<file path="src/rtl/vga_vu_display.sv">
// VGA timing generator with an N-channel horizontal bar VU meter and per-channel peak markers.
// Colour, sync and frame_start are registered one cycle after the h/v counters.
module vga_vu_display #(
    parameter int THADDR    = 640,
    parameter int THFP      = 16,
    parameter int THS       = 96,
    parameter int THBP      = 48,
    parameter int THBD      = 0,
    parameter int TVADDR    = 480,
    parameter int TVFP      = 10,
    parameter int TVS       = 2,
    parameter int TVBP      = 33,
    parameter int TVBD      = 0,
    parameter bit H_POL     = 1'b0,
    parameter bit V_POL     = 1'b0,
    parameter int N_CH      = 2,
    parameter int LVL_W     = 8,
    parameter int PEAK_HOLD = 30
) (
    input  logic                    pixel_clock,
    input  logic                    reset,
    input  logic [N_CH*LVL_W-1:0]   level,
    input  logic                    level_valid,
    output logic                    h_sync,
    output logic                    v_sync,
    output logic [2:0]              red,
    output logic [2:0]              green,
    output logic [1:0]              blue,
    output logic                    frame_start
);

    localparam int HTOTAL = THADDR + 2*THBD + THFP + THS + THBP;
    localparam int VTOTAL = TVADDR + 2*TVBD + TVFP + TVS + TVBP;
    localparam int HW     = $clog2(HTOTAL);
    localparam int VW     = $clog2(VTOTAL);
    localparam int PW     = LVL_W + $clog2(THADDR);
    localparam int HDW    = $clog2(PEAK_HOLD + 2);
    localparam int BAND   = TVADDR / N_CH;

    localparam logic [HW-1:0]  H_LAST   = HW'(HTOTAL - 1);
    localparam logic [VW-1:0]  V_LAST   = VW'(VTOTAL - 1);
    localparam logic [HW-1:0]  H_ADDR   = HW'(THADDR);
    localparam logic [VW-1:0]  V_ADDR   = VW'(TVADDR);
    localparam logic [HW-1:0]  HB_FIRST = HW'(THADDR + THBD);
    localparam logic [HW-1:0]  HB_LAST  = HW'(HTOTAL - THBD - 1);
    localparam logic [VW-1:0]  VB_FIRST = VW'(TVADDR + TVBD);
    localparam logic [VW-1:0]  VB_LAST  = VW'(VTOTAL - TVBD - 1);
    localparam logic [HW-1:0]  HS_FIRST = HW'(THADDR + THBD + THFP);
    localparam logic [HW-1:0]  HS_LAST  = HW'(THADDR + THBD + THFP + THS - 1);
    localparam logic [VW-1:0]  VS_FIRST = VW'(TVADDR + TVBD + TVFP);
    localparam logic [VW-1:0]  VS_LAST  = VW'(TVADDR + TVBD + TVFP + TVS - 1);
    localparam logic [HW-1:0]  Z_GREEN  = HW'((5*THADDR)/8);
    localparam logic [HW-1:0]  Z_YELLOW = HW'((7*THADDR)/8);
    localparam logic [HDW-1:0] HOLD_INIT = HDW'(PEAK_HOLD);

    logic [HW-1:0]    r_h;
    logic [VW-1:0]    r_v;
    logic [LVL_W-1:0] r_shadow [N_CH];
    logic [LVL_W-1:0] r_peak   [N_CH];
    logic [HDW-1:0]   r_hold   [N_CH];
    logic [HW-1:0]    r_thr    [N_CH];
    logic [HW-1:0]    r_pk     [N_CH];

    logic [LVL_W-1:0] w_peak_nxt [N_CH];
    logic [HDW-1:0]   w_hold_nxt [N_CH];
    logic             w_h_last, w_v_last, w_frame_end;
    logic             w_blank, w_border, w_in_band;
    logic [HW-1:0]    w_thr_sel, w_pk_sel;
    logic [2:0]       w_r, w_g;
    logic [1:0]       w_b;

    // Column index for a level: full-width product so the shift never loses bits.
    function automatic logic [HW-1:0] col_of(input logic [LVL_W-1:0] lv);
        logic [PW-1:0] prod;
        prod = PW'(lv) * PW'(THADDR);
        return HW'(prod >> LVL_W);
    endfunction

    assign w_h_last    = (r_h == H_LAST);
    assign w_v_last    = (r_v == V_LAST);
    assign w_frame_end = w_h_last && w_v_last;

    always_ff @(posedge pixel_clock or negedge reset) begin
        if (!reset) begin
            r_h <= '0;
            r_v <= '0;
        end else if (w_h_last) begin
            r_h <= '0;
            r_v <= w_v_last ? '0 : r_v + 1'b1;
        end else begin
            r_h <= r_h + 1'b1;
        end
    end

    always_comb begin
        for (int i = 0; i < N_CH; i++) begin
            w_peak_nxt[i] = r_peak[i];
            w_hold_nxt[i] = r_hold[i];
            if (r_shadow[i] >= r_peak[i]) begin
                w_peak_nxt[i] = r_shadow[i];
                w_hold_nxt[i] = HOLD_INIT;
            end else if (r_hold[i] != '0) begin
                w_hold_nxt[i] = r_hold[i] - 1'b1;
            end else if (r_peak[i] != '0) begin
                w_peak_nxt[i] = r_peak[i] - 1'b1;
            end
        end
    end

    // Shadow capture and once-per-frame display/peak update; the update reads the pre-edge shadow.
    always_ff @(posedge pixel_clock or negedge reset) begin
        if (!reset) begin
            for (int i = 0; i < N_CH; i++) begin
                r_shadow[i] <= '0;
                r_peak[i]   <= '0;
                r_hold[i]   <= '0;
                r_thr[i]    <= '0;
                r_pk[i]     <= '0;
            end
        end else begin
            for (int i = 0; i < N_CH; i++) begin
                if (level_valid)
                    r_shadow[i] <= level[i*LVL_W +: LVL_W];
                if (w_frame_end) begin
                    r_thr[i]  <= col_of(r_shadow[i]);
                    r_peak[i] <= w_peak_nxt[i];
                    r_hold[i] <= w_hold_nxt[i];
                    r_pk[i]   <= col_of(w_peak_nxt[i]);
                end
            end
        end
    end

    assign w_blank  = (r_h >= HB_FIRST && r_h <= HB_LAST) || (r_v >= VB_FIRST && r_v <= VB_LAST);
    assign w_border = (r_h >= H_ADDR) || (r_v >= V_ADDR);

    always_comb begin
        w_r       = '0;
        w_g       = '0;
        w_b       = '0;
        w_in_band = 1'b0;
        w_thr_sel = '0;
        w_pk_sel  = '0;
        // Descending scan: the last hit is the lowest band whose upper bound lies above r_v.
        for (int i = N_CH - 1; i >= 0; i--) begin
            if (r_v < VW'((i + 1) * BAND)) begin
                w_in_band = 1'b1;
                w_thr_sel = r_thr[i];
                w_pk_sel  = r_pk[i];
            end
        end
        if (!w_blank) begin
            if (w_border) begin
                w_b = 2'd3;
            end else if (w_in_band) begin
                if (r_h == w_pk_sel) begin
                    w_r = 3'd7;
                    w_g = 3'd7;
                    w_b = 2'd3;
                end else if (r_h < w_thr_sel) begin
                    if (r_h < Z_GREEN) begin
                        w_g = 3'd7;
                    end else if (r_h < Z_YELLOW) begin
                        w_r = 3'd7;
                        w_g = 3'd7;
                    end else begin
                        w_r = 3'd7;
                    end
                end
            end
        end
    end

    always_ff @(posedge pixel_clock or negedge reset) begin
        if (!reset) begin
            h_sync      <= ~H_POL;
            v_sync      <= ~V_POL;
            red         <= '0;
            green       <= '0;
            blue        <= '0;
            frame_start <= 1'b0;
        end else begin
            h_sync      <= (r_h >= HS_FIRST && r_h <= HS_LAST) ? H_POL : ~H_POL;
            v_sync      <= (r_v >= VS_FIRST && r_v <= VS_LAST) ? V_POL : ~V_POL;
            red         <= w_r;
            green       <= w_g;
            blue        <= w_b;
            frame_start <= (r_h == '0) && (r_v == '0);
        end
    end

endmodule

</file>
<file path="config.mk">
export PLATFORM = sky130hd
export DESIGN_NAME = vga_vu_display
export DESIGN_NICKNAME = d
export VERILOG_FILES = /design/src/rtl/vga_vu_display.sv
export SDC_FILE = /design/constraint.sdc
export NUM_CORES = 1
export LEC_CHECK = 0
export CAP_MARGIN = 25
export CORE_MARGIN = 2
export CORE_UTILIZATION = 45
export CTS_BUF_LIST = sky130_fd_sc_hd__clkbuf_8
export CTS_CLUSTER_SIZE = 16
export DETAILED_ROUTE_END_ITERATION = 16
export PLACE_DENSITY = 0.65
export SYNTH_ARGS = -nofsm -noshare
export SYNTH_HDL_FRONTEND = slang
export SYNTH_SLANG_ARGS = --single-unit
</file>
<file path="constraint.sdc">
create_clock -name pixel_clock -period 6.49 [get_ports pixel_clock]
set_input_delay 1.298 -clock pixel_clock [delete_from_list [all_inputs] [get_ports pixel_clock]]
set_output_delay 1.298 -clock pixel_clock [all_outputs]
set_load 0.1 [all_outputs]
</file>
==> summary.md <==
| Metric | Value |
|---|---|
| Status | complete, no violations |
| Cell Chain, Critical Path | ha_1 > nand2b_4 > a2111oi_2 > o21bai_1 > a221oi_4 > mux2i_1 > inv_1 > ha_1 > ha_1 > fa_1 > a21o_1 > a21oi_1 > o21ai_0 > xor2_1 > o21ai_1 |
| Clock transition at path regs | 0.10 ns |
| Final core utilization | 49.90% |
| Initial Utilization | 45.78% |
| Worst-Skew Late Latency | 0.39 ns |
| Post-DP Area | 0.007610 sq mm |
| Share of cells above drive strength 1 | 8.866% |
| Antenna Nets Post-Route | 0 |
| Top FF cell, synth | dfrtp_1 |
| Root Driver | clkbuf_8 |
| DR iter-0 viols | 348 |
| Worst Hold Class | flop to flop |
| DIE HEIGHT | 130.7 um |
| FF+latch count, synth | 106 |
| Most common cell in the netlist | nand2_1 |
| Post-synth ARST share | 100.0% |
| Critical path buffers and inverters | 1 |
| Final setup vio count | 0 |
| H-tree levels | 3 |
| Slowest stage delay, CP | 0.80 ns |
| Area growth syn-to-layout | 8.995% |
| DR pass1 iterations | 4 |
| Vias | 5321 |
| Syn_area_per_cell | 9.562 sq um |
| CP arrival | 4.81 ns |
| Worst path most repeated cell | ha_1 |
| Syn_nets | 857 |
| DIE AREA | 0.01707 sq mm |
| Leakage Power | 0.003780 uW |
| Hold_buf cts | 0 |
| Slowest-stage cell, CP | a221oi_4 |
| Port buffer count | 29 |
| Finished Layout Cells | 983 |
| Area leader, netlist | dfrtp_1 |
| Max-Slew Margin vs Limit | 34.91% |
| Worst-Margin Slew | 0.9733 ns |
| Commonest cells post-synth | 111 x nand2_1, 104 x dfrtp_1, 79 x ha_1 |
| Initial antenna violation count | 0 |
| Clock Sinks | 106 |
| CTS tree | built |
| Setup TNS Final | 0 ns |
| Die width | 130.7 um |
| Main area contributors after synthesis | dfrtp_1 36%, ha_1 14%, nand2_1 5.8% |
| Final #Nets | 864 |
| YS warnings | 0 |
| Slew Viols, Final | 0 |
| Cts bufs inserted | 9 |
| WL final | 15.29 mm |
| CP max FO | 16 |
| Min cycle time layout | 4.495 ns |
| Crit path launch type | flop |
| Critical Path RT | 6.80 ns |
| CP Capture Type | flop |
| Max Freq | 0.2225 GHz |
| First-pass GRT wire length | 25.83 mm |
| Crit path max-delay family | compound AO/OA/AOI/OAI gates |
| Core area | 0.01577 sq mm |
| Total gr overflow | 0 |
| Post-DP HPWL | 11.31 mm |
| Vias in the first global route | 5185 |
| Setup Buffers After CTS | 0 |
| PwrDens | 193.1 mW/mm^2 |
| Fin area | 0.007869 sq mm |
| DRC | 0 |
| Filler Cell Count | 1479 |
| Final GP Congestion | 0.8742 |
| Vias/cell | 5.413 |
| EDFF count, synth | 0 |
| Post-CTS Resized | 0 |
| Fin Clk Skew | 0.01232 ns |
| Crit Path Category | flop to flop |
| Pin count of the biggest net entering global routing | 58 |
| Period utilization | 69.26% |
| Post-synthesis cell area | 0.007219 sq mm |
| Ports | 30 |
| Register area share after synthesis | 36.78% |
| Fin. Hold Viols | 0 |
| Site Rows | 46 |
| Deepest clock path buffer count | 2 |
| RSZ-0062 raised after global routing | no |
| Top cell type's share of synthesized area | 36.05% |
| Placed cells | 967 |
| Area of the multi-input gates | 0.004209 sq mm |
| Synth Instances | 755 |
| WL/cell | 15.56 um |
| Distinct cells, synth | 61 |
| VDD IR max | 0.1534 mV |
| ANT cells | 0 |
| Gr usage total | 19.36% |
| Area occupied by registers | 0.002655 sq mm |
| Max-Cap Viols | 0 |
## metal layers
layer | share of wire, % | GRT usage, % | up-vias | wire (um)
li1 | - | - | 2634 | -
met1 | 48 | 26.83 | 2592 | 7383
met2 | 47 | 31.74 | 82 | 7214
met3 | 3.2 | 2.687 | 13 | 491
met4 | 1.3 | 5.820 | 0 | 203
met5 | 0 | 0 | - | 0
## state kept, by name (all words and copies together) (netlist names), 10 cells and up
signal and flops:
r_peak 16, r_v 10, r_hold 10, r_pk 18, r_thr 20, r_shadow 16
r_h 10
## cell usage in the layout (no fill, tap or decap), types with 3 or more instances in the layout
cell type / instances
nor2_1: 43
o21ai_1: 7
nand3_1: 17
nor2b_1: 6
o21a_1: 3
nand2b_1: 3
nand4_1: 13
nor3b_1: 7
clkdlybuf4s50_1: 28
o21ai_0: 49
and4_1: 3
and3_1: 4
mux2i_1: 15
a31oi_1: 6
nor4_1: 5
fa_1: 4
ha_1: 79
bufinv_16: 4
buf_4: 5
nand2_1: 111
dfrtp_1: 104
mux2_2: 31
o31ai_1: 4
xor2_1: 25
inv_1: 44
a21oi_1: 25
nor4b_2: 3
o21bai_1: 3
nor3_1: 7
a21o_1: 25
clkbuf_8: 9
xnor2_1: 36
## area by class of cell
| cell class | instances | share of cell area, % |
|---|---|---|
| timing repair buffer | 33 | 4.039 |
| clock inverter | 7 | 1.717 |
| clock buffer | 9 | 1.574 |
| multi-input combinational | 570 | 53.49 |
| inverter | 42 | 2.003 |
| tap | 216 | 3.435 |
| sequential | 106 | 33.74 |
## worst register-to-register path, stage by stage, from the launching register on
cell	delay, ns
dfrtp_1	0.44
ha_1	0.29
nand2b_4	0.14
a2111oi_2	0.34
o21bai_1	0.16
a221oi_4	0.80
mux2i_1	0.37
inv_1	0.11
ha_1	0.31
ha_1	0.22
fa_1	0.40
a21o_1	0.20
a21oi_1	0.21
o21ai_0	0.14
xor2_1	0.15
o21ai_1	0.13
## metrics by stage
stage / power, uW / hold slack, ns / setup slack, ns
detailed placement: 1012 / 0.4567 / 2.037
floorplan: 928.2 / 0.4376 / 2.630
finish: 1519 / 0.4796 / 1.995
CTS: 1540 / 0.4827 / 1.991
global route: 1605 / 0.5034 / 1.672
global placement: 1004 / 0.4562 / 2.083
## path summary, 6_finish.rpt
kind                                            start  depth (start not counted)                    end  slack (ns)
worst min register to register   r_thr[1]$_DFFE_PN0P_                          2   r_thr[1]$_DFFE_PN0P_        0.48
worst max-delay path            r_peak[8]$_DFFE_PN0P_                         15   r_pk[18]$_DFFE_PN0P_        2.00
worst min-delay path             r_thr[1]$_DFFE_PN0P_                          2   r_thr[1]$_DFFE_PN0P_        0.48
min in group asynchronous                       reset                          1  r_hold[6]$_DFFE_PN0P_        0.98
worst max register to register  r_peak[8]$_DFFE_PN0P_                         15   r_pk[18]$_DFFE_PN0P_        2.00
max in group asynchronous                       reset                          2  r_peak[0]$_DFFE_PN0P_        4.37
## power by group
part | switching, uW | total [uW] | internal (uW)
Sequential | 17.1 | 687 | 670
Clock | 230 | 522 | 292
Combinational | 163 | 310 | 147
## cells by family (layout without fill, tap and decap cells)
family	count (synthesis)	in the layout	share of synthesized area [%]
buf+inv	79	91	5.043
fa+ha+maj	83	83	14.80
xor+xnor	61	61	7.400
compound gates	140	140	12.15
mux	48	48	7.296
simple gates	238	238	16.53
flops	106	106	36.78
Power figures use the tool's default switching activity.
